$ cat config.mk
export PLATFORM = sky130hd
export DESIGN_NAME = ps2_kbd_poly_flat
export DESIGN_NICKNAME = d
export VERILOG_FILES = /design/src/rtl/ps2_pkg.sv /design/src/rtl/ps2_kbd_poly_if.sv /design/src/rtl/ps2_rx.sv /design/src/rtl/ps2_kbd_poly.sv /design/src/flat_wrapper.sv
export SDC_FILE = /design/constraint.sdc
export NUM_CORES = 1
export LEC_CHECK = 0
export ABC_AREA = 0
export BUFFER_PORTS_ARGS = -buffer_cell sky130_fd_sc_hd__buf_4
export CAP_MARGIN = 20
export CORE_ASPECT_RATIO = 1.75
export CORE_MARGIN = 2
export CORE_UTILIZATION = 62
export CTS_BUF_LIST = sky130_fd_sc_hd__clkbuf_8
export DETAILED_ROUTE_END_ITERATION = 8
export PLACE_DENSITY = 0.86
export SYNTH_ARGS = -nofsm -noshare
export SYNTH_HDL_FRONTEND = slang
export SYNTH_HIERARCHICAL = 1
export SYNTH_SLANG_ARGS = --single-unit
$ cat constraint.sdc
create_clock -name clk -period 3.55 [get_ports clk]
set_input_delay 0.1775 -clock clk [delete_from_list [all_inputs] [get_ports clk]]
set_output_delay 0.1775 -clock clk [all_outputs]
set_load 0.005 [all_outputs]
$ cat src/rtl/ps2_pkg.sv
// Shared types and constants for the PS/2 keyboard front end: scan-code
// prefixes, special key indices, FSM state enums and the piano keymap.
package ps2_pkg;

    localparam logic [7:0] PS2_BRK       = 8'hF0;
    localparam logic [7:0] PS2_EXT       = 8'hE0;
    localparam logic [3:0] KEY_PLUS      = 4'd13;
    localparam logic [3:0] KEY_MINUS     = 4'd14;
    localparam logic [3:0] KEY_PIANO_MAX = 4'd12;

    typedef enum logic [1:0] {RxIdle, RxData, RxParity, RxStop} rx_state_e;
    typedef enum logic [1:0] {DecBase, DecExt, DecBrk, DecExtBrk} dec_state_e;

    typedef struct packed {
        logic       hit;
        logic [3:0] idx;
    } key_lookup_t;

    // Scan code -> key index; hit=0 for codes outside the piano/select set.
    function automatic key_lookup_t ps2_keymap(input logic [7:0] code);
        key_lookup_t lk;
        lk.hit = 1'b1;
        lk.idx = 4'd0;
        case (code)
            8'h1A: lk.idx = 4'd0;
            8'h1B: lk.idx = 4'd1;
            8'h22: lk.idx = 4'd2;
            8'h21: lk.idx = 4'd3;
            8'h2B: lk.idx = 4'd4;
            8'h2A: lk.idx = 4'd5;
            8'h34: lk.idx = 4'd6;
            8'h32: lk.idx = 4'd7;
            8'h31: lk.idx = 4'd8;
            8'h3B: lk.idx = 4'd9;
            8'h3A: lk.idx = 4'd10;
            8'h42: lk.idx = 4'd11;
            8'h41: lk.idx = 4'd12;
            8'h55: lk.idx = KEY_PLUS;
            8'h4E: lk.idx = KEY_MINUS;
            default: lk.hit = 1'b0;
        endcase
        return lk;
    endfunction

endpackage

$ cat src/rtl/ps2_kbd_poly_if.sv
// Bundle of PS/2 pins and keyboard outputs between the front end and its user.
interface ps2_kbd_poly_if #(
    parameter int unsigned NUM_VOICES = 4,
    parameter int unsigned SEL_W      = 2
);
    logic                    ps2_clk;
    logic                    ps2_dat;
    logic [14:0]             bitmask;
    logic [4*NUM_VOICES-1:0] voice_key;
    logic [NUM_VOICES-1:0]   voice_on;
    logic                    key_evt;
    logic [3:0]              key_evt_idx;
    logic                    key_evt_press;
    logic [SEL_W-1:0]        select;
    logic                    frame_err;

    modport master (
        output ps2_clk, ps2_dat,
        input  bitmask, voice_key, voice_on, key_evt, key_evt_idx, key_evt_press,
               select, frame_err
    );

    modport slave (
        input  ps2_clk, ps2_dat,
        output bitmask, voice_key, voice_on, key_evt, key_evt_idx, key_evt_press,
               select, frame_err
    );
endinterface

$ cat src/rtl/ps2_rx.sv
// PS/2 frame receiver: pin synchronizers, clock glitch filter, 11-bit frame
// FSM and inactivity timeout. Optional odd-parity check under the
// PS2_PARITY_CHECK_EN macro; otherwise the parity bit is skipped.
module ps2_rx
    import ps2_pkg::*;
#(
    parameter int unsigned FILTER_LEN  = 8,
    parameter int unsigned TIMEOUT_CYC = 50000
) (
    input  logic       clk,
    input  logic       ar,
    input  logic       ps2_clk,
    input  logic       ps2_dat,
    output logic       byte_valid,
    output logic [7:0] byte_data,
    output logic       frame_err
);
    localparam int unsigned CNT_W = $clog2(FILTER_LEN + 1);
    localparam int unsigned TO_W  = $clog2(TIMEOUT_CYC + 1);

    logic             r_clk_s1, r_clk_s2, r_dat_s1, r_dat_s2;
    logic             r_filt, r_filt_prev;
    logic [CNT_W-1:0] r_cnt;
    logic             w_bit_en;
    rx_state_e        r_state, w_state_d;
    logic [7:0]       r_shift;
    logic [2:0]       r_bit_cnt;
    logic [TO_W-1:0]  r_to_cnt;
    logic             w_to_hit;
    logic             w_par_ok;
    logic             r_byte_valid, r_frame_err;
    logic [7:0]       r_byte_data;

    // Synchronize both pins; idle level is high.
    always_ff @(posedge clk) begin
        if (ar) begin
            r_clk_s1 <= 1'b1;
            r_clk_s2 <= 1'b1;
            r_dat_s1 <= 1'b1;
            r_dat_s2 <= 1'b1;
        end else begin
            r_clk_s1 <= ps2_clk;
            r_clk_s2 <= r_clk_s1;
            r_dat_s1 <= ps2_dat;
            r_dat_s2 <= r_dat_s1;
        end
    end

    // Filtered clock flips only after FILTER_LEN consecutive differing samples.
    always_ff @(posedge clk) begin
        if (ar) begin
            r_filt      <= 1'b1;
            r_filt_prev <= 1'b1;
            r_cnt       <= '0;
        end else begin
            r_filt_prev <= r_filt;
            if (r_clk_s2 != r_filt) begin
                if (r_cnt == CNT_W'(FILTER_LEN - 1)) begin
                    r_filt <= r_clk_s2;
                    r_cnt  <= '0;
                end else begin
                    r_cnt <= r_cnt + CNT_W'(1);
                end
            end else begin
                r_cnt <= '0;
            end
        end
    end

    assign w_bit_en = r_filt_prev & ~r_filt;

`ifdef PS2_PARITY_CHECK_EN
    logic r_par;
    assign w_par_ok = ^{r_par, r_shift};
`else
    assign w_par_ok = 1'b1;
`endif

    // Frame state register.
    always_ff @(posedge clk) begin
        if (ar) r_state <= RxIdle;
        else    r_state <= w_state_d;
    end

    // Frame next-state: advance per sampled bit, abandon on timeout.
    always_comb begin
        w_state_d = r_state;
        w_to_hit  = (r_state != RxIdle) && !w_bit_en &&
                    (r_to_cnt == TO_W'(TIMEOUT_CYC - 1));
        if (w_to_hit) begin
            w_state_d = RxIdle;
        end else if (w_bit_en) begin
            unique case (r_state)
                RxIdle:   if (!r_dat_s2) w_state_d = RxData;
                RxData:   if (r_bit_cnt == 3'd7) w_state_d = RxParity;
                RxParity: w_state_d = RxStop;
                RxStop:   w_state_d = RxIdle;
            endcase
        end
    end

    // Frame datapath: shift LSB first, check stop (and parity), count idle time.
    always_ff @(posedge clk) begin
        if (ar) begin
            r_shift      <= '0;
            r_bit_cnt    <= '0;
            r_to_cnt     <= '0;
            r_byte_valid <= 1'b0;
            r_byte_data  <= '0;
            r_frame_err  <= 1'b0;
`ifdef PS2_PARITY_CHECK_EN
            r_par        <= 1'b0;
`endif
        end else begin
            r_byte_valid <= 1'b0;
            r_frame_err  <= 1'b0;
            if (r_state == RxIdle || w_bit_en || w_to_hit) r_to_cnt <= '0;
            else                                            r_to_cnt <= r_to_cnt + TO_W'(1);
            if (w_bit_en && !w_to_hit) begin
                case (r_state)
                    RxIdle: r_bit_cnt <= '0;
                    RxData: begin
                        r_shift   <= {r_dat_s2, r_shift[7:1]};
                        r_bit_cnt <= r_bit_cnt + 3'd1;
                    end
`ifdef PS2_PARITY_CHECK_EN
                    RxParity: r_par <= r_dat_s2;
`endif
                    RxStop: begin
                        if (r_dat_s2 && w_par_ok) begin
                            r_byte_valid <= 1'b1;
                            r_byte_data  <= r_shift;
                        end else begin
                            r_frame_err <= 1'b1;
                        end
                    end
                    default: ;
                endcase
            end
        end
    end

    assign byte_valid = r_byte_valid;
    assign byte_data  = r_byte_data;
    assign frame_err  = r_frame_err;

endmodule

$ cat src/rtl/ps2_kbd_poly.sv
// PS/2 keyboard front end for the wavetable synth: scan-code decoder,
// held-key bitmask, polyphonic voice allocator and wavetable select.
// Optional parity check in the receiver: define PS2_PARITY_CHECK_EN.
module ps2_kbd_poly
    import ps2_pkg::*;
#(
    parameter int unsigned NUM_VOICES  = 4,
    parameter int unsigned FILTER_LEN  = 8,
    parameter int unsigned TIMEOUT_CYC = 50000,
    parameter int unsigned SEL_W       = 2
) (
    input logic              clk,
    input logic              ar,
    ps2_kbd_poly_if.slave    bus
);
    localparam int unsigned PTR_W = (NUM_VOICES > 1) ? $clog2(NUM_VOICES) : 1;

    logic        w_byte_valid;
    logic [7:0]  w_byte_data;
    logic        w_frame_err;

    dec_state_e  r_dec, w_dec_d;
    key_lookup_t w_lk;
    logic        w_evt, w_evt_press;
    logic [3:0]  w_evt_idx;

    logic [14:0]                     r_bitmask, w_bitmask_d;
    logic [NUM_VOICES-1:0][3:0]      r_voice_key, w_voice_key_d;
    logic [NUM_VOICES-1:0]           r_voice_on, w_voice_on_d;
    logic [PTR_W-1:0]                r_steal, w_steal_d;
    logic [PTR_W-1:0]                w_free_idx;
    logic                            w_free_found;
    logic [SEL_W-1:0]                r_select, w_select_d;
    logic                            r_key_evt, r_key_evt_press;
    logic [3:0]                      r_key_evt_idx;

    ps2_rx #(
        .FILTER_LEN  (FILTER_LEN),
        .TIMEOUT_CYC (TIMEOUT_CYC)
    ) u_rx (
        .clk        (clk),
        .ar         (ar),
        .ps2_clk    (bus.ps2_clk),
        .ps2_dat    (bus.ps2_dat),
        .byte_valid (w_byte_valid),
        .byte_data  (w_byte_data),
        .frame_err  (w_frame_err)
    );

    // Decoder state register.
    always_ff @(posedge clk) begin
        if (ar) r_dec <= DecBase;
        else    r_dec <= w_dec_d;
    end

    // Decoder next-state and key event qualification.
    always_comb begin
        w_dec_d     = r_dec;
        w_evt       = 1'b0;
        w_evt_idx   = 4'd0;
        w_evt_press = 1'b0;
        w_lk        = ps2_keymap(w_byte_data);
        if (w_byte_valid) begin
            if (w_byte_data == PS2_BRK) begin
                w_dec_d = (r_dec == DecExt || r_dec == DecExtBrk) ? DecExtBrk : DecBrk;
            end else if (w_byte_data == PS2_EXT) begin
                w_dec_d = (r_dec == DecBrk || r_dec == DecExtBrk) ? DecExtBrk : DecExt;
            end else begin
                w_dec_d = DecBase;
                if (w_lk.hit && (r_dec == DecBase || r_dec == DecBrk)) begin
                    w_evt_press = (r_dec == DecBase);
                    w_evt_idx   = w_lk.idx;
                    // Typematic repeats and releases of unheld keys are dropped.
                    w_evt       = (w_evt_press != r_bitmask[w_lk.idx]);
                end
            end
        end
    end

    // Bitmask, select and voice allocation next-state.
    always_comb begin
        w_bitmask_d   = r_bitmask;
        w_select_d    = r_select;
        w_voice_on_d  = r_voice_on;
        w_voice_key_d = r_voice_key;
        w_steal_d     = r_steal;
        w_free_found  = 1'b0;
        w_free_idx    = '0;
        for (int v = 0; v < NUM_VOICES; v++) begin
            if (!r_voice_on[v] && !w_free_found) begin
                w_free_found = 1'b1;
                w_free_idx   = PTR_W'(v);
            end
        end
        if (w_evt) begin
            w_bitmask_d[w_evt_idx] = w_evt_press;
            if (w_evt_press && w_evt_idx == KEY_PLUS)  w_select_d = r_select + SEL_W'(1);
            if (w_evt_press && w_evt_idx == KEY_MINUS) w_select_d = r_select - SEL_W'(1);
            if (w_evt_idx <= KEY_PIANO_MAX) begin
                if (w_evt_press) begin
                    if (w_free_found) begin
                        w_voice_on_d[w_free_idx]  = 1'b1;
                        w_voice_key_d[w_free_idx] = w_evt_idx;
                    end else begin
                        w_voice_key_d[r_steal] = w_evt_idx;
                        w_steal_d = (r_steal == PTR_W'(NUM_VOICES - 1)) ? '0
                                                                         : r_steal + PTR_W'(1);
                    end
                end else begin
                    for (int v = 0; v < NUM_VOICES; v++) begin
                        if (r_voice_on[v] && r_voice_key[v] == w_evt_idx) begin
                            w_voice_on_d[v] = 1'b0;
                        end
                    end
                end
            end
        end
    end

    // Output-side state; key_evt is a one-cycle strobe.
    always_ff @(posedge clk) begin
        if (ar) begin
            r_bitmask       <= '0;
            r_select        <= '0;
            r_voice_on      <= '0;
            r_voice_key     <= '0;
            r_steal         <= '0;
            r_key_evt       <= 1'b0;
            r_key_evt_idx   <= '0;
            r_key_evt_press <= 1'b0;
        end else begin
            r_bitmask       <= w_bitmask_d;
            r_select        <= w_select_d;
            r_voice_on      <= w_voice_on_d;
            r_voice_key     <= w_voice_key_d;
            r_steal         <= w_steal_d;
            r_key_evt       <= w_evt;
            r_key_evt_idx   <= w_evt_idx;
            r_key_evt_press <= w_evt_press;
        end
    end

    assign bus.bitmask       = r_bitmask;
    assign bus.voice_key     = r_voice_key;
    assign bus.voice_on      = r_voice_on;
    assign bus.key_evt       = r_key_evt;
    assign bus.key_evt_idx   = r_key_evt_idx;
    assign bus.key_evt_press = r_key_evt_press;
    assign bus.select        = r_select;
    assign bus.frame_err     = w_frame_err;

endmodule

$ cat src/flat_wrapper.sv
// flat-port wrapper written by rule: the top's interface ports become plain ports
module ps2_kbd_poly_flat import ps2_pkg::*;
#(
    parameter int unsigned NUM_VOICES  = 4,
    parameter int unsigned FILTER_LEN  = 8,
    parameter int unsigned TIMEOUT_CYC = 50000,
    parameter int unsigned SEL_W       = 2
)
  (clk, ar, bus_ps2_clk, bus_ps2_dat, bus_bitmask, bus_voice_key, bus_voice_on, bus_key_evt, bus_key_evt_idx, bus_key_evt_press, bus_select, bus_frame_err);
  ps2_kbd_poly_if #(.NUM_VOICES(NUM_VOICES), .SEL_W(SEL_W)) bus_i ();
  input logic clk;
  input logic ar;
  input wire logic [$bits(bus_i.ps2_clk)-1:0] bus_ps2_clk;
  input wire logic [$bits(bus_i.ps2_dat)-1:0] bus_ps2_dat;
  output wire logic [$bits(bus_i.bitmask)-1:0] bus_bitmask;
  output wire logic [$bits(bus_i.voice_key)-1:0] bus_voice_key;
  output wire logic [$bits(bus_i.voice_on)-1:0] bus_voice_on;
  output wire logic [$bits(bus_i.key_evt)-1:0] bus_key_evt;
  output wire logic [$bits(bus_i.key_evt_idx)-1:0] bus_key_evt_idx;
  output wire logic [$bits(bus_i.key_evt_press)-1:0] bus_key_evt_press;
  output wire logic [$bits(bus_i.select)-1:0] bus_select;
  output wire logic [$bits(bus_i.frame_err)-1:0] bus_frame_err;
  assign bus_i.ps2_clk = bus_ps2_clk;
  assign bus_i.ps2_dat = bus_ps2_dat;
  assign bus_bitmask = bus_i.bitmask;
  assign bus_voice_key = bus_i.voice_key;
  assign bus_voice_on = bus_i.voice_on;
  assign bus_key_evt = bus_i.key_evt;
  assign bus_key_evt_idx = bus_i.key_evt_idx;
  assign bus_key_evt_press = bus_i.key_evt_press;
  assign bus_select = bus_i.select;
  assign bus_frame_err = bus_i.frame_err;
  ps2_kbd_poly #(.NUM_VOICES(NUM_VOICES), .FILTER_LEN(FILTER_LEN), .TIMEOUT_CYC(TIMEOUT_CYC), .SEL_W(SEL_W)) u_core (.clk(clk), .ar(ar), .bus(bus_i));
endmodule
# After elaboration in Yosys (flattened, before gate mapping)
# Cells that the tools add are included.
# word_totals
ff_bits	96
inputBits	4
out_inout_bits	44
elab_cells	196
# classes
addsub	6
magnitude_cmp	8
n_eq_ne	38
n_mux	54
bitwise_logic	7
reduce_logical	54
# ops
op	n
8-bit by 6-bit == test with 1-bit output (second input constant)	9
4-bit one-hot mux with 14 select lines	1
16-bit bitwise mux	2
8-bit by 7-bit == test with 1-bit output (second input constant)	4
4-bit two-way mux	8
1-bit two-way mux	24
2-bit two-way mux	10
4-bit AND reduction	5
16-bit by 1-bit adder with 16-bit output (second input constant)	1
4-bit demux with 2-bit select	2
16-bit == test (second input constant)	1
4-bit == test	4
8-bit by 5-bit == test with 1-bit output (second input constant)	2
8-bit == test (second input constant)	2
1-bit logical AND	16
16-bit two-way mux	1
15-bit bitwise mux	1
15-bit OR reduction	1
2-bit nonzero test	7
2-bit == test (second input constant)	5
4-bit by 5-bit less-than comparator with 1-bit output (second input constant)	2
3-bit AND reduction	3
4-bit == test (second input constant)	2
2-bit one-hot mux with 4 select lines	1
26 further kinds	53

# Logic depth before layout (Yosys ltp)
# Gate-level depths: netlist of run 1.
# depth
word_depth	16
depth_mapped	11
depth_no_buf	8

# Cells and area by module
# Netlist of run 1, hierarchy kept.
# modules_own_cells
mod	instances	cells_each	area_each_um2	seq_area_each_um2
ps2_kbd_poly	1	374	3125.5	940.9
ps2_rx	1	219	1979.4	980.9

# Least setup slack after synthesis of run 1
# OpenSTA, ideal clock, no wires.
# synth_path
kind	register -> register
from	register u_core.u_rx.r_byte_data[5], in the netlist u_core/u_rx/byte_data[5]
to	register u_core.r_bitmask[3], in the netlist u_core/bus.bitmask[3]
setup_time_ns	0.117
t_arrival_ns	2.930
t_required_ns	3.433
slack_ns	0.503
path_stages_with_launch	11
n_path_buf	2
synth_period_minus_slack_ns	3.047
cell_sequence	dfxtp_1 -> or3b_1 -> buf_2 -> a2111o_1 -> and3_1 -> buf_2 -> o211ai_1 -> a211oi_1 -> nor3_4 -> mux2_2 -> a32o_1
# synth_via
elab_chain_len	13
word_cells_on_any_way	42
classes_between	2 x order compare; 18 x eq/ne; 19 x mux; 3 x reduce/logical
# synth_rtl
item	line_no	source
start, declared	ps2_rx.sv:32	logic [7:0] r_byte_data;
start signal, assigned	ps2_rx.sv:132	r_byte_data <= r_shift;
8-bit by 5-bit == test with 1-bit output, or another cell as far along	ps2_pkg.sv:24	case (code)
15-bit OR reduction (no source line)	n/a	
1-bit two-way mux	ps2_pkg.sv:24	
1-bit logical AND	ps2_kbd_poly.sv:70	if (w_lk.hit && (r_dec == DecBase || r_dec == DecBrk)) begin
4-bit two-way mux	ps2_kbd_poly.sv:70	
4-bit two-way mux	ps2_kbd_poly.sv:66	end else if (w_byte_data == PS2_EXT) begin
4-bit two-way mux	ps2_kbd_poly.sv:64	if (w_byte_data == PS2_BRK) begin
4-bit two-way mux	ps2_kbd_poly.sv:63	if (w_byte_valid) begin
4-bit by 5-bit less-than comparator with 1-bit output (not written as such) or 4-bit by 1-bit >= comparator with 1-bit output (tied branches)	ps2_kbd_poly.sv:96	w_bitmask_d[w_evt_idx] = w_evt_press;
1-bit logical AND (not written as such)	ps2_kbd_poly.sv:96	
1-bit two-way mux (not written as such)	ps2_kbd_poly.sv:96	
1-bit demux with 4-bit select	n/a	
15-bit bitwise mux	ps2_kbd_poly.sv:96	
end signal, assigned	ps2_kbd_poly.sv:132	r_bitmask <= w_bitmask_d;
end, declared	ps2_kbd_poly.sv:27	logic [14:0] r_bitmask, w_bitmask_d;
# Parallel ways exist; a longest one is shown, timed or not. The select of a mux whose other input is x is not followed.
# A chain may end at the register's enable or synchronous reset.

# Final worst setup path of run 1
# layout_path
from	register u_core.u_rx.r_byte_data[3], in the netlist u_core/u_rx/byte_data[3]
to	register u_core.r_voice_key, in the netlist u_core/bus.voice_key[14]
# layout_via
elab_chain_len	10
word_cells_on_any_way	41
classes_between	1 x order compare; 18 x eq/ne; 19 x mux; 3 x reduce/logical
# layout_rtl
item	line_no	source
8-bit by 7-bit == test with 1-bit output, or another cell as far along	ps2_pkg.sv:24	
4-bit one-hot mux with 14 select lines or 15-bit OR reduction (tied branches)	n/a	
1-bit binary-select mux with 4-bit select or 1-bit two-way mux (tied branches)	ps2_kbd_poly.sv:74, ps2_pkg.sv:24	
1-bit two-way mux (not written as such) or 1-bit logical AND (tied branches)	ps2_kbd_poly.sv:74, ps2_kbd_poly.sv:70	
1-bit inequality test or 4-bit two-way mux (tied branches)	ps2_kbd_poly.sv:74, ps2_kbd_poly.sv:70	
1-bit two-way mux or 4-bit two-way mux (tied branches)	ps2_kbd_poly.sv:70, ps2_kbd_poly.sv:66	
1-bit two-way mux or 4-bit two-way mux (tied branches)	ps2_kbd_poly.sv:66, ps2_kbd_poly.sv:64	
1-bit two-way mux or 4-bit two-way mux (tied branches)	ps2_kbd_poly.sv:64, ps2_kbd_poly.sv:63	
1-bit two-way mux, or another cell as far along	ps2_kbd_poly.sv:63	
3-bit AND reduction (no source line) or 16-bit two-way mux (tied branches)	n/a	
end signal, assigned	ps2_kbd_poly.sv:135	r_voice_key <= w_voice_key_d;
end, declared	ps2_kbd_poly.sv:28	logic [NUM_VOICES-1:0][3:0] r_voice_key, w_voice_key_d;
# Parallel ways exist; a longest one is shown, timed or not. The select of a mux whose other input is x is not followed.

==> run_results.csv, run 1 <==
group,metric,value,unit
route,routedWlPerCell,17.7,µm
synthesis,synth_xor_area_frac,0.0583,
synthesis,syn_avg_cell_area,8.61,µm²
clock_network,cts_tree,"built",
synthesis,ys_seq_elements,96,
synthesis,async_reset_ff_frac,0,
setup_path,arrival,3.72,ns
sta,setup_viol,0,
floorplanning,coreArea,7960,µm²
synthesis,seq_area_frac_synth,0.376,
global_routing,grt_overflow_total,0,
synthesis,syn_inst,593,
floorplanning,die_w,72.6,µm
sta,finalHoldViolCount,0,
layout,utilization,0.727,
hold_path,min_path_type,"in2reg",
placement,gp_congestion,1.02,
sta,skew,0.00763,ns
synthesis,synth_commonest_cells,"dfxtp_1, nand2_1, nor2_1",
synthesis,synth.area.top_cells,"dfxtp_1, nand2_1, mux2i_1",
clock_network,cts_buffers,9,
setup_path,rr_worst_depth,8,
sta,clock.fmax,289,MHz
floorplanning,rows,43,
setup_path,end_kind,"register",
setup_path,worstSetupEndpoint,"u_core/bus.voice_key[14]",
sta,fin_crit,3.46,ns
sta,drv_slew,0,
synthesis,syn-num-nets,609,
synthesis,synth_compound_area_frac,0.150,
clock_network,cts.clk_slew.worst_paths,0.09,ns
layout,areaGrowthSynthToFinish,13.5,%
floorplanning,die_h,124,µm
sta,fin_crit_sh,0.974,
layout,fillers,606,
route,firstDrtPassIters,6,
global_routing,grt_max_degree,48,
layout,drive_gt1_frac,0.180,
layout,diodes,0,
sta,tightest_slew,0.851,ns
synthesis,yosysTopAreaCellShare,0.376,
power,leakagePower,2.15,nW
job,cap_violations,0,
floorplanning,pin_count,48,
synthesis,synth_fa_ha_area_frac,0.0294,
setup_path,setup.worst_path.start_class,"register",
synthesis,synth_edf_count,0,
setup_path,critPathKind,"reg2reg",
power,ir_worst_vdd,325,µV
route,via_count,4775,
synthesis,synth_top_family_by_area,"simple AND/OR/NAND/NOR gates",
layout,nNetsFinal,661,
setup_path,critPathMaxFanout,15,
route,viasPerCell,6.45,
setup_path,rrSetupSlack,0.09,ns
clock_network,insertion_delay,0.36,ns
clock_network,htreeDepth,3,
placement,hpwl,9.75,mm
synthesis,synth_warnings,6,
route,ant_nets,0,
sta,fin_setup_tns,0,ns
route,drc,0,
route,initialDrtViolationCount,390,
floorplanning,initial_utilization,0.641,
synthesis,synth_top_cell_by_area,"dfxtp_1",
clock_network,clockBufferDepth,2,
setup_path,reg2reg_from,"u_core/u_rx/byte_data[3]",
synthesis,synth_cell_types,77,
clock_network,clock-root-buffer,"clkbuf_8",
route,wl,13.1,mm
global_routing,antenna_found_initial,0,
floorplanning,die-area,9000,µm²
power,powerDensity,300,nW/µm²
global_routing,grtUsageTotal,0.301,
setup_path,critPathRequiredTime,3.82,ns
run_status,outcome,"completed",
placement,numPortBuffers,47,
global_routing,grt_pass1_wl,21.0,mm
sta,rsz0062_at_grt,"false",
clock_network,clock-sinks,96,
synthesis,synthFlopType,"dfxtp_1",
synthesis,synth_most_common_cell,"dfxtp_1",
synthesis,mappedNetlistArea,5100,µm²
synthesis,yosys.area_share.simple,0.265,
setup_path,cp-startpoint,"u_core/u_rx/byte_data[3]",
setup_path,reg2reg_to,"u_core/bus.voice_key[14]",
synthesis,synthMuxAreaShare,0.0679,
global_routing,grt_pass1_vias,4451,
sta,slew_headroom,0.426,
## cell usage in the layout (no fill, tap or decap), drive strengths merged, types with 9 or more instances in the layout
master	count
a21oi	28
and3	14
buf	70
clkbuf	9
dfxtp	96
ha	12
inv	30
mux2i	29
nand2	82
nand3	33
nand4	12
nor2	47
nor3	15
xnor2	24
xor2	10
## through the flow
| stage | std cells | hold slack (ns) | power [W] | cell area [µm²] | worst slack (ns) |
|---|---|---|---|---|---|
| global placement | 718 | 0.365 | 0.00113 | 5540 | 0.159 |
| global route | 740 | 0.288 | 0.00179 | 5790 | 0.00700 |
| CTS | 736 | 0.251 | 0.00175 | 5750 | 0.106 |
| finish | 740 | 0.253 | 0.00173 | 5790 | 0.0920 |
| detailed placement | 718 | 0.380 | 0.00113 | 5540 | -0.0258 |
| floorplan | 593 | 0.281 | 0.00112 | 5100 | 0.503 |
## state kept, by name, summed over array words and instances (netlist names), 2 cells and up
name / count
u_core/r_dec: 2
u_core/bus.select: 2
u_core/bus.voice_key: 16
u_core/u_rx/r_cnt: 4
u_core/u_rx/r_shift: 8
u_core/u_rx/r_bit_cnt: 3
u_core/u_rx/byte_data: 8
u_core/u_rx/r_state: 2
u_core/r_steal: 2
u_core/bus.key_evt_idx: 4
u_core/bus.voice_on: 4
u_core/u_rx/r_to_cnt: 16
u_core/bus.bitmask: 15
## cell type report
cell class,instances,area [µm²],share of cell area
inverter,27,101,0.0175
sequential,96,1920,0.332
timing repair buffer,72,546,0.0942
multi-input combinational,439,2940,0.507
clock inverter,7,48.8,0.00843
clock buffer,9,124,0.0214
tap,90,113,0.0194
## worst min path at each step
stage                 from                  endpoint  cells after the start
3_3_place_gp   bus_ps2_dat      u_core/u_rx/r_dat_s1                      2
4_1_cts                 ar  u_core/u_rx/r_bit_cnt[2]                      2
5_1_grt                 ar  u_core/u_rx/byte_data[3]                      2
3_5_place_dp   bus_ps2_clk      u_core/u_rx/r_clk_s1                      2
2_1_floorplan  bus_ps2_clk      u_core/u_rx/r_clk_s1                      1
6_report                ar  u_core/u_rx/r_bit_cnt[0]                      2
## timing repair
item,CTS,global route
endpoints found under the setup margin,5,14
pin swaps,0,1
buffers inserted,0,4
hold endpoints to repair,2,0
hold buffers,2,0
gates resized for setup,3,2
## critical path, cell delays in order, from the launching register on
cell	delay [ns]
dfxtp_1	0.47
or3b_2	0.52
a2111o_1	0.43
nand3_1	0.29
o2111ai_1	0.16
a31oi_1	0.42
nor3_4	0.16
a2111oi_4	0.57
mux2i_1	0.34
## metal layers
layer	routed length (µm)	share of wire	vias up	GRT usage
met3	799	0.061	75	0.0550
met5	0	0	-	0
met2	6800	0.52	237	0.541
met4	937	0.072	0	0.207
met1	4550	0.35	2229	0.306
li1	-	-	2234	-
## cells by family after synthesis
group	count (synthesis)
mux	34
simple gates	259
compound gates	100
buf+inv	58
flops	96
fa+ha+maj	12
xor+xnor	34
## power breakdown
group | internal [W] | switching (W) | total [W] | leakage [nW]
registers | 0.00108 | 0.00000134 | 0.00108 | 0.774
logic | 0.00000679 | 0.0000177 | 0.0000245 | 1.29
clock network | 0.000254 | 0.000376 | 0.000631 | 0.0884
No activity file was read; power rests on OpenSTA's default activity.
==> run 2: changes to the inputs <==
--- a/config.mk
+++ b/config.mk
@@ -10,10 +10,10 @@
 export CAP_MARGIN = 20
 export CORE_ASPECT_RATIO = 1.75
 export CORE_MARGIN = 2
-export CORE_UTILIZATION = 62
+export CORE_UTILIZATION = 55
 export CTS_BUF_LIST = sky130_fd_sc_hd__clkbuf_8
 export DETAILED_ROUTE_END_ITERATION = 8
-export PLACE_DENSITY = 0.86
+export PLACE_DENSITY = 0.78
 export SYNTH_ARGS = -nofsm -noshare
 export SYNTH_HDL_FRONTEND = slang
 export SYNTH_HIERARCHICAL = 1
==> run_results.csv, run 2 (synthesis gave the netlist of run 1 again) <==
group,metric,value,unit
hold_path,min_path_type,"in2reg",
floorplanning,coreArea,9040,µm²
floorplanning,die_w,76.8,µm
route,routedWlPerCell,17.7,µm
layout,multi_input_area,2930,µm²
setup_path,end_kind,"register",
layout,areaGrowthSynthToFinish,15.1,%
setup_path,critPathMaxFanout,10,
clock_network,post_cts_buffers,0,
power,powerDensity,324,nW/µm²
route,firstDrtPassIters,5,
layout,diodes,0,
setup_path,reg2reg_to,"u_core/bus.voice_key[9]",
route,drc,0,
layout,ff_latch_area,1920,µm²
sta,slew_headroom,0.571,
clock_network,clock-sinks,96,
sta,skew,0.0106,ns
clock_network,cts_tree,"built",
sta,rsz0062_at_grt,"false",
clock_network,htreeDepth,3,
job,cap_violations,0,
route,via_count,4628,
clock_network,clockBufferDepth,2,
sta,finalWorstSetupSlack,0.179,ns
route,initialDrtViolationCount,287,
sta,setup_viol,0,
floorplanning,rows,46,
layout,fin_area,5870,µm²
layout,drive_gt1_frac,0.183,
setup_path,crit_path_max_incr_delay,0.63,ns
setup_path,reg2reg_from,"u_core/u_rx/byte_data[1]",
placement,hpwl,10.4,mm
clock_network,cts.clk_slew.worst_paths,0.10,ns
floorplanning,pin_count,48,
floorplanning,initial_utilization,0.565,
setup_path,rr_worst_depth,9,
setup_path,critical_path_depth,9,
layout,layout_common_cells,"dfxtp_1, nand2_1, buf_4, nor2_1, nand3_1",
global_routing,grt_max_degree,48,
run_status,outcome,"completed",
setup_path,arrival,3.66,ns
global_routing,antenna_found_initial,0,
layout,fillers,783,
global_routing,grtUsageTotal,0.272,
setup_path,critPathRequiredTime,3.84,ns
setup_path,path_cells,"or4b_2 -> a211o_1 -> and3_1 -> o2111ai_1 -> a31oi_1 -> nor3_4 -> buf_4 -> a2111o_1 -> mux2i_1",
sta,clock.fmax,297,MHz
clock_network,cts_buffers,9,
sta,fin_crit_sh,0.949,
layout,layout_commonest_cell,"dfxtp_1",
sta,finalHoldViolCount,0,
power,power.total,0.00191,W
sta,tightest_slew,0.642,ns
sta,drv_slew,0,
placement,place_area,5600,µm²
layout,nNetsFinal,660,
setup_path,crit_buf_inv,1,
setup_path,rrSetupSlack,0.18,ns
setup_path,cp-startpoint,"u_core/u_rx/byte_data[1]",
floorplanning,die-area,10100,µm²
layout,utilization,0.650,
power,leakagePower,2.17,nW
global_routing,grt_pass1_vias,4433,
global_routing,grt_overflow_total,0,
setup_path,setup.worst_path.start_class,"register",
setup_path,critPathKind,"reg2reg",
route,viasPerCell,6.02,
setup_path,worstSetupEndpoint,"u_core/bus.voice_key[9]",
sta,fin_setup_tns,0,ns
placement,dp_slack,0.0763,ns
route,wl,13.6,mm
global_routing,grt_pass1_wl,21.9,mm
route,ant_nets,0,
power,ir_worst_vdd,327,µV
sta,fin_crit,3.37,ns
clock_network,clock-root-buffer,"clkbuf_8",
setup_path,cp_top_family,"simple AND/OR/NAND/NOR gates",
clock_network,insertion_delay,0.37,ns
placement,gp_congestion,0.965,
setup_path,slowest_stage,"or4b_2",
floorplanning,die_h,131,µm
placement,numPortBuffers,47,
run 2: cell count changes in the layout (fill, tap and decap cells not counted), sizes merged:
cell / previous run / this run
bufinv: 0 / 2
inv: 30 / 29
clkinv: 2 / 1
buf: 70 / 69
run 2: cell type report:
type	count	area share
multi-input combinational	439	0.499
sequential	96	0.327
timing repair buffer	71	0.0916
tap	120	0.0256
clock buffer	9	0.0211
clock inverter	7	0.0177
inverter	27	0.0173
run 2: metal layers:
layer  global-route usage  vias up  part of all wire
met5                    0        -                 0
met4                0.187        0             0.071
met3               0.0508       53             0.046
met2                0.499      159              0.53
met1                0.269     2180              0.36
li1                     -     2236                 -
run 2: worst min-delay path by stage:
stage | startpoint | end | slack [ns] | cells past startpoint
floorplan | bus_ps2_clk | u_core/u_rx/r_clk_s1 | 0.28 | 1
global placement | bus_ps2_clk | u_core/u_rx/r_clk_s1 | 0.36 | 2
detailed placement | bus_ps2_dat | u_core/u_rx/r_dat_s1 | 0.37 | 2
CTS | ar | u_core/u_rx/r_bit_cnt[0] | 0.23 | 2
global route | ar | u_core/u_rx/r_bit_cnt[0] | 0.26 | 2
finish | ar | u_core/bus.select[0] | 0.24 | 2
run 2: per-stage QoR:
step / hold WS, ns / cells
after floorplan: 0.281 / 593
after global placement: 0.364 / 751
after detailed placement: 0.366 / 751
after CTS: 0.229 / 769
after global routing: 0.258 / 769
final: 0.245 / 769
run 2: worst register-to-register path: stages, from the launching register on:
cell and delay (ns):
dfxtp_1 0.51, or4b_2 0.63, a211o_1 0.36, and3_1 0.28
o2111ai_1 0.18, a31oi_1 0.22, nor3_4 0.45, buf_4 0.24
a2111o_1 0.22, mux2i_1 0.22
run 2: report_power, final:
group	total [W]	switching (W)	internal, W
Sequential	0.00108	0.00000138	0.00108
Combinational	0.0000243	0.0000176	0.00000677
Clock	0.000802	0.000397	0.000405
Total	0.00191	0.000416	0.00149
run 2: what timing repair did:
action                                  in CTS  in global routing
hold endpoints to repair                     2                  0
hold buffers                                 2                  0
gates resized for setup                      0                  6
endpoints found under the setup margin       0                 27
==> run 3: changes to the inputs <==
--- a/config.mk
+++ b/config.mk
@@ -16,5 +16,4 @@
 export PLACE_DENSITY = 0.78
 export SYNTH_ARGS = -nofsm -noshare
 export SYNTH_HDL_FRONTEND = slang
-export SYNTH_HIERARCHICAL = 1
 export SYNTH_SLANG_ARGS = --single-unit
==> run_results.csv, run 3 <==
group,metric,value,unit
layout,ff_latch_area,1920,µm²
sta,skew,0.0126,ns
setup_path,critical_path_depth,12,
power,power.total,0.00179,W
hold_path,whs_endpoint,"u_core.u_rx.r_clk_s1",
setup_path,critPathMaxFanout,10,
setup_path,cp_common_cell,"buf_4",
power,ir_worst_vdd,316,µV
placement,dp_slack,-0.162,ns
clock_network,clockBufferDepth,2,
synthesis,synth_edf_count,0,
global_routing,antenna_found_initial,0,
synthesis,mappedNetlistArea,4900,µm²
clock_network,cts_buffers,9,
route,firstDrtPassIters,7,
layout,multi_input_area,2770,µm²
sta,finalWorstSetupSlack,0.128,ns
sta,tightest_slew,0.800,ns
hold_path,whs_path_depth,2,
route,routedWlPerCell,17.3,µm
setup_path,crit_buf_inv,2,
layout,nNetsFinal,651,
synthesis,synth_warnings,0,
global_routing,grt_max_degree,59,
synthesis,seq_area_frac_synth,0.392,
layout,layout_commonest_cell,"dfxtp_1",
route,via_count,4561,
setup_path,end_kind,"register",
route,ant_nets,0,
placement,gp_congestion,0.996,
setup_path,reg2reg_to,"u_core.bus.select[1]",
floorplanning,rows,45,
synthesis,yosysTopAreaCellShare,0.392,
global_routing,grt_pass1_vias,4483,
layout,areaGrowthSynthToFinish,15.3,%
floorplanning,initial_utilization,0.566,
setup_path,slowest_stage,"or3b_2",
layout,fillers,787,
synthesis,syn_avg_cell_area,8.40,µm²
global_routing,grt_overflow_total,0,
global_routing,grtUsageTotal,0.283,
layout,diodes,0,
floorplanning,die_w,75.4,µm
synthesis,synth_most_common_cell,"dfxtp_1",
floorplanning,coreArea,8670,µm²
route,drc,0,
setup_path,reg2reg_from,"u_core.u_rx.byte_data[0]",
setup_path,critPathRequiredTime,3.80,ns
power,powerDensity,317,nW/µm²
route,wl,13.1,mm
floorplanning,die-area,9720,µm²
synthesis,synth_top_cell_by_area,"dfxtp_1",
layout,drive_gt1_frac,0.183,
clock_network,cts.clk_slew.worst_paths,0.09,ns
setup_path,rr_worst_depth,12,
synthesis,ys_seq_elements,96,
synthesis,synth.area.top_cells,"dfxtp_1, nand2_1, nor2_1",
clock_network,post_cts_buffers,0,
sta,fin_crit,3.42,ns
floorplanning,die_h,129,µm
sta,rsz0062_at_grt,"true",
placement,numPortBuffers,47,
route,initialDrtViolationCount,294,
setup_path,crit_path_max_incr_delay,0.55,ns
floorplanning,pin_count,48,
sta,clock.fmax,292,MHz
synthesis,synth_cell_types,73,
sta,slew_headroom,0.466,
clock_network,clock-root-buffer,"clkbuf_8",
route,viasPerCell,6.03,
clock_network,htreeDepth,3,
synthesis,synth_commonest_cells,"dfxtp_1, nand2_1, nor2_1",
global_routing,grt_pass1_wl,21.1,mm
sta,finalHoldViolCount,0,
placement,hpwl,9.90,mm
synthesis,synthFlopType,"dfxtp_1",
synthesis,syn-num-nets,600,
synthesis,syn_inst,584,
sta,drv_slew,0,
power,leakagePower,2.05,nW
hold_path,hp-start,"bus_ps2_clk",
job,cap_violations,0,
clock_network,cts_tree,"built",
setup_path,path_cells,"or3b_2 -> a2111oi_2 -> a211oi_2 -> and2_2 -> a2111oi_4 -> a31oi_2 -> and3_4 -> buf_4 -> nor4_2 -> buf_4 -> xnor2_1 -> nor2_1",
sta,fin_crit_sh,0.964,
clock_network,insertion_delay,0.37,ns
hold_path,min_path_type,"in2reg",
run_status,outcome,"completed",
setup_path,arrival,3.67,ns
setup_path,setup.worst_path.start_class,"register",
clock_network,clock-sinks,96,
setup_path,rrSetupSlack,0.13,ns
layout,layout_common_cells,"dfxtp_1, nand2_1, buf_4, nor2_1, a21oi_1",
sta,setup_viol,0,
setup_path,critPathKind,"reg2reg",
setup_path,cp_top_family,"simple AND/OR/NAND/NOR gates",
synthesis,async_reset_ff_frac,0,
==> run 3: cell types whose count changed after synthesis, sizes merged, moves of 5 or more <==
cell     delta
a21oi      +13
inv         -7
mux2i      -16
nand3      -17
nor2       +18
o2111ai     -5
o211ai      -6
o21ai      +17
o221ai      -6
xnor2       -6
xor2        +5
==> run 3: report_power, final <==
group / internal (W) / total (W) / switching [W]
registers: 0.00108 / 0.00109 / 0.00000739
clock network: 0.000306 / 0.000660 / 0.000354
logic: 0.0000171 / 0.0000403 / 0.0000232
==> run 3: timing repair <==
item,4_1_cts,5_1_grt
hold buffers,1,0
hold endpoints to repair,1,0
setup endpoints to repair,2,29
pin swaps,0,2
gates resized for setup,3,6
==> run 3: area by class of cell <==
| cell class | count | share of cell area |
|---|---|---|
| Sequential cell | 96 | 0.340 |
| Clock inverter | 3 | 0.00310 |
| Clock buffer | 12 | 0.0292 |
| Inverter | 20 | 0.0133 |
| Timing Repair Buffer | 72 | 0.0982 |
| Multi-Input combinational cell | 436 | 0.490 |
| Tap cell | 117 | 0.0259 |
==> run 3: cells by family (layout without fill, tap and decap cells) <==
| logic type | count (synthesis) | count (layout) | synth area share |
|---|---|---|---|
| and+or+nand+nor | 253 | 253 | 0.263 |
| muxes | 14 | 14 | 0.0288 |
| buffers and inverters | 52 | 107 | 0.0485 |
| xor gates and xnor gates | 33 | 33 | 0.0605 |
| adders and majority gates | 12 | 12 | 0.0306 |
| AOI/OAI and AO/OA | 124 | 124 | 0.177 |
| DFF | 96 | 96 | 0.392 |
==> run 3: metal layers <==
| layer | global-route usage | vias to the layer above | share of wire | wire [µm] |
|---|---|---|---|---|
| met5 | 0 | - | 0 | 0 |
| met4 | 0.184 | 0 | 0.061 | 798 |
| met3 | 0.0462 | 54 | 0.046 | 607 |
| met2 | 0.500 | 177 | 0.53 | 6970 |
| met1 | 0.297 | 2159 | 0.36 | 4700 |
| li1 | - | 2171 | - | - |
==> run 3: worst max path at each step <==
| stage | start | endpoint |
|---|---|---|
| 6_report | u_core.u_rx.byte_data[0] | u_core.bus.select[1] |
| 5_1_grt | u_core.u_rx.byte_data[7] | u_core.bus.voice_key[4] |
| 3_5_place_dp | u_core.u_rx.byte_data[1] | u_core.bus.select[0] |
| 2_1_floorplan | u_core.u_rx.byte_data[0] | u_core.bus.voice_key[10] |
| 3_3_place_gp | u_core.u_rx.byte_data[1] | u_core.bus.select[0] |
| 4_1_cts | u_core.u_rx.byte_data[1] | u_core.bus.select[1] |
==> run 3: stage by stage <==
step | setup TNS, ns | area, µm² | utilization | hold WS, ns | cells
floorplan | 0 | 4900 | - | 0.281 | 584
global placement | -0.0725 | 5430 | 0.627 | 0.363 | 740
detailed placement | -0.207 | 5430 | 0.627 | 0.368 | 740
CTS | 0 | 5640 | 0.650 | 0.00832 | 756
global route | -0.0553 | 5660 | 0.652 | 0.00245 | 756
finish | 0 | 5660 | 0.652 | 0.00870 | 756
